## src/rtl/snax_simbacore_ctrl_shell.sv

```systemverilog
// Control shell between the SNAX CSR manager and the SimbaCore config port.
// It latches a CSR job, launches it over a valid/ready config handshake, and
// counts output-stream beats to decide when the job has finished. Busy state,
// run cycles, total beats and per-channel beats are exposed as RO CSRs.
// Optional feature: define SNAX_SIMBACORE_CFG_QUEUE_EN to add a one-deep shadow
// job register, so a second job can be accepted while one is running.
module snax_simbacore_ctrl_shell #(
  parameter int unsigned RegRWCount   = 7,
  parameter int unsigned RegDataWidth = 32,
  parameter int unsigned ModeWidth    = 12,
  parameter int unsigned NumOutCh     = 4,
  parameter int unsigned RegROCount   = 3 + NumOutCh
) (
  input  logic                               clk_i,
  input  logic                               rst_i,
  input  logic [RegRWCount*RegDataWidth-1:0] csr_reg_set_i,
  input  logic                               csr_reg_set_valid_i,
  output logic                               csr_reg_set_ready_o,
  output logic [RegROCount*RegDataWidth-1:0] csr_reg_ro_set_o,
  output logic                               cfg_valid_o,
  input  logic                               cfg_ready_i,
  output logic [ModeWidth-1:0]               cfg_mode_o,
  output logic [5*RegDataWidth-1:0]          cfg_dims_o,
  input  logic                               acc_busy_i,
  input  logic [NumOutCh-1:0]                out_valid_i,
  input  logic [NumOutCh-1:0]                out_ready_i
);

  localparam int unsigned W    = RegDataWidth;
  localparam int unsigned PopW = $clog2(NumOutCh + 1);
  localparam logic [W-1:0] CntMax = {W{1'b1}};

  localparam logic [1:0] StIdle   = 2'd0;
  localparam logic [1:0] StLaunch = 2'd1;
  localparam logic [1:0] StRun    = 2'd2;

  logic [1:0]           state_q, state_d;
  logic [ModeWidth-1:0] mode_q;
  logic [5*W-1:0]       dims_q;
  logic [W-1:0]         exp_q;
  logic [W-1:0]         cycle_q;
  logic [W-1:0]         total_q;
  logic [W-1:0]         ch_cnt_q [NumOutCh];

  logic [ModeWidth-1:0] csr_mode, job_mode;
  logic [5*W-1:0]       csr_dims, job_dims;
  logic [W-1:0]         csr_exp, job_exp;

  logic                 job_hs;
  logic                 run_done;
  logic                 load_job;
  logic                 load_shadow_job;
  logic                 queued;

  logic [NumOutCh-1:0]  fire;
  logic [PopW-1:0]      beat_pop;
  logic [W:0]           total_sum;
  logic [W-1:0]         total_next;

  logic                 unused_csr;

  assign csr_mode   = csr_reg_set_i[ModeWidth-1:0];
  assign csr_dims   = csr_reg_set_i[6*W-1:W];
  assign csr_exp    = csr_reg_set_i[7*W-1:6*W];
  // Upper mode bits and any extra CSR words carry no meaning here.
  assign unused_csr = ^csr_reg_set_i;

  assign job_hs   = csr_reg_set_valid_i && csr_reg_set_ready_o;
  assign run_done = (state_q == StRun) && !acc_busy_i && (total_q >= exp_q);

`ifdef SNAX_SIMBACORE_CFG_QUEUE_EN
  logic                 sh_valid_q;
  logic [ModeWidth-1:0] sh_mode_q;
  logic [5*W-1:0]       sh_dims_q;
  logic [W-1:0]         sh_exp_q;

  assign queued              = sh_valid_q;
  assign csr_reg_set_ready_o = (state_q == StIdle) || !sh_valid_q;
  assign job_mode            = load_shadow_job ? sh_mode_q : csr_mode;
  assign job_dims            = load_shadow_job ? sh_dims_q : csr_dims;
  assign job_exp             = load_shadow_job ? sh_exp_q  : csr_exp;

  // Shadow slot: filled by a job accepted while busy, freed when it is promoted.
  always_ff @(posedge clk_i) begin
    if (rst_i) begin
      sh_valid_q <= 1'b0;
      sh_mode_q  <= '0;
      sh_dims_q  <= '0;
      sh_exp_q   <= '0;
    end else if (load_shadow_job) begin
      sh_valid_q <= 1'b0;
    end else if (job_hs && !load_job) begin
      sh_valid_q <= 1'b1;
      sh_mode_q  <= csr_mode;
      sh_dims_q  <= csr_dims;
      sh_exp_q   <= csr_exp;
    end
  end
`else
  logic unused_shadow;

  assign queued              = 1'b0;
  assign csr_reg_set_ready_o = (state_q == StIdle);
  assign job_mode            = csr_mode;
  assign job_dims            = csr_dims;
  assign job_exp             = csr_exp;
  assign unused_shadow       = load_shadow_job;
`endif

  // Next-state logic; load_job marks every cycle a job enters the active registers.
  always_comb begin
    state_d         = state_q;
    load_job        = 1'b0;
    load_shadow_job = 1'b0;
    case (state_q)
      StIdle: begin
        if (job_hs) begin
          state_d  = StLaunch;
          load_job = 1'b1;
        end
      end
      StLaunch: begin
        if (cfg_ready_i) state_d = StRun;
      end
      StRun: begin
        if (run_done) begin
          if (queued) begin
            state_d         = StLaunch;
            load_job        = 1'b1;
            load_shadow_job = 1'b1;
          end else if (job_hs) begin
            // A job offered in the exit cycle launches directly instead of being dropped.
            state_d  = StLaunch;
            load_job = 1'b1;
          end else begin
            state_d = StIdle;
          end
        end
      end
      default: state_d = StIdle;
    endcase
  end

  // State and active job registers.
  always_ff @(posedge clk_i) begin
    if (rst_i) begin
      state_q <= StIdle;
      mode_q  <= '0;
      dims_q  <= '0;
      exp_q   <= '0;
    end else begin
      state_q <= state_d;
      if (load_job) begin
        mode_q <= job_mode;
        dims_q <= job_dims;
        exp_q  <= job_exp;
      end
    end
  end

  // Beat fires this cycle and the saturating running total.
  always_comb begin
    fire     = out_valid_i & out_ready_i;
    beat_pop = '0;
    for (int i = 0; i < NumOutCh; i++) begin
      beat_pop = beat_pop + PopW'(fire[i]);
    end
    total_sum  = {1'b0, total_q} + (W + 1)'(beat_pop);
    total_next = total_sum[W] ? CntMax : total_sum[W-1:0];
  end

  // Counters: cleared on job load, advance only while a job is active, hold in idle.
  always_ff @(posedge clk_i) begin
    if (rst_i || load_job) begin
      cycle_q <= '0;
      total_q <= '0;
      for (int i = 0; i < NumOutCh; i++) ch_cnt_q[i] <= '0;
    end else if (state_q != StIdle) begin
      if (cycle_q != CntMax) cycle_q <= cycle_q + W'(1);
      total_q <= total_next;
      for (int i = 0; i < NumOutCh; i++) begin
        if (fire[i] && (ch_cnt_q[i] != CntMax)) ch_cnt_q[i] <= ch_cnt_q[i] + W'(1);
      end
    end
  end

  // RO CSR image: status, cycles, total beats, per-channel beats.
  always_comb begin
    csr_reg_ro_set_o          = '0;
    csr_reg_ro_set_o[0 +: W]  = {{(W - 2){1'b0}}, queued, (state_q != StIdle)};
    csr_reg_ro_set_o[W +: W]  = cycle_q;
    csr_reg_ro_set_o[2*W +: W] = total_q;
    for (int i = 0; i < NumOutCh; i++) begin
      csr_reg_ro_set_o[(3 + i)*W +: W] = ch_cnt_q[i];
    end
  end

  assign cfg_valid_o = (state_q == StLaunch);
  assign cfg_mode_o  = mode_q;
  assign cfg_dims_o  = dims_q;

endmodule

```

## config.mk

```make
export PLATFORM = sky130hd
export DESIGN_NAME = snax_simbacore_ctrl_shell
export DESIGN_NICKNAME = d
export VERILOG_FILES = /design/src/rtl/snax_simbacore_ctrl_shell.sv
export SDC_FILE = /design/constraint.sdc
export NUM_CORES = 1
export LEC_CHECK = 0
export ABC_AREA = 0
export CAP_MARGIN = 0
export CORE_AREA = 8 8 242 244
export CTS_CLUSTER_SIZE = 14
export DETAILED_ROUTE_END_ITERATION = 7
export DIE_AREA = 0 0 250 252
export DONT_BUFFER_PORTS = 1
export MAX_ROUTING_LAYER = met4
export PLACE_DENSITY = 0.48
export SLEW_MARGIN = 30
export SYNTH_ARGS = -nofsm -noshare
export SYNTH_HDL_FRONTEND = slang
export SYNTH_SLANG_ARGS = --single-unit
```

## constraint.sdc

```tcl
create_clock -name clk_i -period 5.05 [get_ports clk_i]
set_clock_uncertainty 0.1 [all_clocks]
set_input_delay 0.505 -clock clk_i [delete_from_list [all_inputs] [get_ports clk_i]]
set_output_delay 0.505 -clock clk_i [all_outputs]
set_load 0.02 [all_outputs]
```

Word level (Yosys, flattened, before mapping)
Memory sizes are Yosys's and may differ from the RTL's.
Index checks and enable logic that the tools add are counted.
{"block": "op_classes", "add_sub_neg": 9, "order_cmp": 1, "eq_ne": 10, "muxes": 31, "bitwise_logic": 5, "n_reduce_logical": 13}
{"cell": "$add 32x1->32 const B", "n": 5}
{"cell": "$mux 32", "n": 5}
{"cell": "$ne 32x32->1 const B", "n": 5}
{"cell": "$add 32x3->33", "n": 1}
{"cell": "$ge 32x32->1", "n": 1}
{"cell": "$mux 1", "n": 21}
{"cell": "$logic_and 1x1->1", "n": 7}
{"cell": "$mux 2", "n": 3}
{"cell": "$pmux 2 s3", "n": 1}
{"cell": "$and 4x4->4", "n": 1}
{"cell": "$ne 2x1->1 const B", "n": 2}
{"cell": "$or 1x1->1", "n": 4}
{"cell": "$add 2x1->3", "n": 1}
{"cell": "$add 3x1->3", "n": 1}
{"cell": "$reduce_and 3->1", "n": 1}
{"cell": "$add 1x1->2", "n": 1}
{"cell": "$eq 2x1->1 const B", "n": 1}
{"cell": "$eq 2x2->1 const B", "n": 1}
{"cell": "$logic_not 2->1", "n": 1}
{"cell": "$ne 2x2->1 const B", "n": 1}
{"cell": "$pmux 1 s2", "n": 1}
{"cell": "$reduce_and 2->1", "n": 1}
{"cell": "$reduce_bool 2->1", "n": 1}
{"cell": "$logic_not 1->1", "n": 1}
{"cell": "$logic_or 1x1->1", "n": 1}
{"block": "word_totals", "regBits": 270, "mem_bits_rw": 128, "inputBits": 237, "out_inout_bits": 398, "elab_cells": 76, "mem_count": 1}
{"memory": "ch_cnt_q", "depth": 4, "width": 32, "read_ports": 4, "rd_ports_with_merged_regs": 0, "wr": 4, "line": "43", "rtl": "logic [W-1:0] ch_cnt_q [NumOutCh];"}

Depth between registers and ports, before layout
{"block": "depth", "depth_word": 9, "mapped_depth": 10, "depth_no_buf": 10}

Least setup slack after synthesis
Ideal clock, no wire load.
{"block": "synth_path", "path_type": "register -> register", "startpoint": "memory ch_cnt_q[0][0] (netlist bit)", "endpoint": "memory ch_cnt_q[0][0] (netlist bit), enable pin", "setup_ns": 0.470, "arrival_ns": 3.806, "t_required_ns": 4.480, "path_slack_ns": 0.674, "path_stages_with_launch": 7, "path_buffers": 0, "synth_period_minus_slack_ns": 4.376, "path_cell_list": "edfxtp_1 -> ha_1 -> and4_1 -> nand3_1 -> nor4_2 -> and4_1 -> o31ai_1"}
{"item": "start: declaration", "line": "43"}

Final worst setup path
{"block": "layout_path", "startpoint": "register total_q[0]", "endpoint": "register total_q[30]"}
{"block": "layout_via", "elab_chain_cells": 5, "word_cells_on_any_way": 7, "classes_between": "1 x add/sub; 1 x order compare; 3 x mux; 2 x reduce/logical"}
{"item": "start: declaration", "line": "42", "rtl": "logic [W-1:0] total_q;"}
{"item": "start signal: assignment", "line": "180", "rtl": "total_q <= total_next;"}
{"item": "$ge 32x32->1", "line": "69", "rtl": "assign run_done = (state_q == StRun) && !acc_busy_i && (total_q >= exp_q);"}
{"item": "$logic_and 1x1->1", "line": "69"}
{"item": "$mux 1", "line": "126", "rtl": "if (run_done) begin"}
{"item": "$pmux 1 s2", "line": "115", "rtl": "case (state_q)"}
{"item": "$logic_or 1x1->1", "line": "174", "rtl": "if (rst_i || load_job) begin"}
Several ways; a longest one is shown, not always the timed one.
A chain may end at the register's enable or synchronous reset.

==> reports/metrics.cfg <==
[run_status]
status = finished clean

[clock_tree]
postCtsHoldBufs = 206
tritoncts = built
cts_root_buffer = clkbuf_16
clock_latency_ns = 0.57
cts_sinks = 398
cts.repair.resized = 0
clk_pin_slew_worst_paths_ns = 0.06
post_cts_buffers = 0
cts_made_buffers = 47
clockBufferDepth = 3
htreeDepth = 2

[yosys]
postSynthAreaPerCell_um2 = 8.806
synth_cells = 2032
synthFlopType = dfxtp_1
synth_area_um2 = 17890
synth_edf_count = 128
synth_seq_cells = 398
yosysSeqAreaShare_pct = 51.69
ys_async_sr_fraction_pct = 0
synth_warnings = 0
synthDistinctLibCells = 59

[timing]
finalWorstSetupSlack_ns = 1.451
rsz0062_at_grt = false
period_needed_ns = 3.599
finalSetupViolCount = 0
fmax_ghz = 0.2779
timing.final.crit_share_pct = 71.26
fin_tns_setup_ns = 0
maxSlewHeadroom_pct = 21.82
finalMaxSlewViolations = 0
fin_hold_ws_ns = 0.1857
tightest_slew_ns = 1.173
hold_viol_final = 0

[power_and_ir_drop]
p_per_area_nw_per_um2 = 374.2
p_clk_share_pct = 38.9
p_leak_nw = 7.762
power_switching_mw = 2.484
seq_power_share_pct = 50.8
intPower_mw = 5.729
p_sw_share_pct = 30.24
p_comb_share_pct = 10.4
peakVddDrop_mv = 0.2336

[final_layout]
fin_cells = 2956
area_growth_pct = 22.64
fin_nets = 2481
final_area_um2 = 21950
final_layout_size_suffix_gt1_share_pct = 4.783

[worst_setup_path]
r2r_cells = 10
crit_top_cell = fa_1
critical_path_depth = 10
crit_family = simple AND/OR/NAND/NOR gates
setup.worst_path.start_class = register
path_cells = inv_1 > fa_1 > inv_1 > fa_1 > fa_1 > nand3_1 > or2_4 > or4_4 > and4_1 > a211oi_2
critPathRequiredTime_ns = 5.44
path_max_fanout = 22
crit_slowest_cell = or4_4
cp.arrival_ns = 3.99
max_stage_delay_ns = 0.68
crit_buf_inv = 2
crit_type = register to register
cp-end-kind = register

[routing]
wl_met2_um = 31420
top_layer = met4
vias = 14880
avgRoutedWirePerCell_um = 21.41
dr_wl_met3_um = 6608
wl_met1_um = 23570
postRouteAntennaNets = 0
drt_iter0_markers = 822
first_pass_iters = 5
via_per_inst = 5.035
drc = 0
drt-total-wl_um = 63280

[placed_design]
gp_congestion = 0.8068
dpl_cell_area_um2 = 18410
dp_slack_ns = 1.410
portBuffers = 0
dp_hpwl_um = 45660
dp_cells = 2652

[flow_run]
drv_cap = 0

[grt]
grt_max_degree = 207
grtUsageTotal_pct = 19.36
first_global_vias = 14720
grt_antenna_before_repair = 14
grt.overflow.total = 0
grt_pass1_wl_um = 92580

[floorplan]
row_count = 86
die_w_um = 250
die_h_um = 252
initial_core_util_pct = 32.74
ios = 635
core-area_um2 = 54660
die_area_um2 = 63000

[min_path]
hp-class = input pin to register
holdPathStages = 2

[through the flow]
step	util, %	total power [mW]
3_5_place_dp	33.68	4.928
6_report	40.15	8.213
4_1_cts	40.06	8.336
2_1_floorplan	-	4.670
5_1_grt	40.14	8.573
3_3_place_gp	33.68	4.906
[flip-flops by register name, indices dropped and copies added, names as in the netlist]
signal	count
state_q	2
cfg_mode_o	12
cycle_q	32
cfg_dims_o	160
exp_q	32
total_q	32
ch_cnt_q	128
[layout by cell type, fill, tap and decap left out, types with 13 or more instances in the layout]
cell type / count
a21oi_1: 251
and3_1: 24
and4_1: 22
clkbuf_16: 47
conb_1: 31
dfxtp_1: 270
diode_2: 15
dlygate4sd3_1: 205
edfxtp_1: 128
ha_1: 38
inv_1: 54
nand2_1: 490
nand3_1: 66
nand4_1: 52
nor2_1: 202
nor3_1: 24
nor4_1: 17
o21ai_0: 13
xnor2_1: 69
xor2_1: 93
[synthesized netlist by cell type (4+ instances only)]
library cell,number,area share (%)
o31ai_1,4,0.17
nand3_1,66,1.8
a21oi_1,251,7.0
xor2_1,93,4.6
o21ai_0,15,0.42
a21o_1,4,0.17
nor2_1,203,4.3
or3_1,9,0.31
inv_1,54,1.1
nor4_1,17,0.59
xnor2_1,69,3.4
nand2_1,492,10
or2_2,6,0.21
buf_1,5,0.10
edfxtp_1,128,21
clkbuf_1,73,1.5
nand4_1,52,1.8
nor3_1,24,0.67
buf_4,32,1.3
and3_1,24,0.84
ha_1,38,2.7
and4_1,22,1.1
and2_1,7,0.24
nor4b_1,4,0.20
buf_2,15,0.42
or4_1,5,0.21
dfxtp_1,270,30
[cell type report]
cell class,count,area (µm²)
clock buffers,63,1286
clock inverters,20,123.9
inverters,55,206.4
diodes,15,37.54
well taps,704,880.8
fillers,5381,32720
repair buffers,218,2182
multi-input cells,1483,7980
flip-flops and latches,398,9249
[cell families after synthesis]
group / synth area share (%)
and+or+nand+nor: 23.96
muxes: 0.1678
AOI/OAI and AO/OA: 8.628
buffers and inverters: 4.615
adders and majority gates: 2.993
DFF: 51.69
other: 0.02096
xor gates and xnor gates: 7.929
[layer usage]
layer  track usage, %  vias to the layer above
met3            8.623                       98
met4            6.269                        0
li1                 -                     7180
met2            32.78                      506
met5                -                        -
met1            20.14                     7098
[power groups by stage]
| stage | Combinational [mW] | Sequential (mW) | Clock, mW |
|---|---|---|---|
| floorplan | 0.568 | 4.10 | 0 |
| global placement | 0.663 | 4.24 | 0 |
| detailed placement | 0.683 | 4.24 | 0 |
| CTS | 0.859 | 4.18 | 3.30 |
| global route | 0.949 | 4.21 | 3.41 |
| finish | 0.853 | 4.17 | 3.19 |
[worst paths after layout]
check	slack [ns]	startpoint	to
hold / removal	0.19	out_ready_i[0]	ch_cnt_q[0][2]$_SDFFCE_PN0P_
setup / recovery	1.45	total_q[0]$_SDFFE_PP0N_	total_q[30]$_SDFFE_PP0N_
hold reg to reg	0.35	exp_q[23]$_SDFFE_PP0P_	exp_q[23]$_SDFFE_PP0P_
setup reg to reg	1.45	total_q[0]$_SDFFE_PP0N_	total_q[30]$_SDFFE_PP0N_
Power figures use the tool's default switching activity.
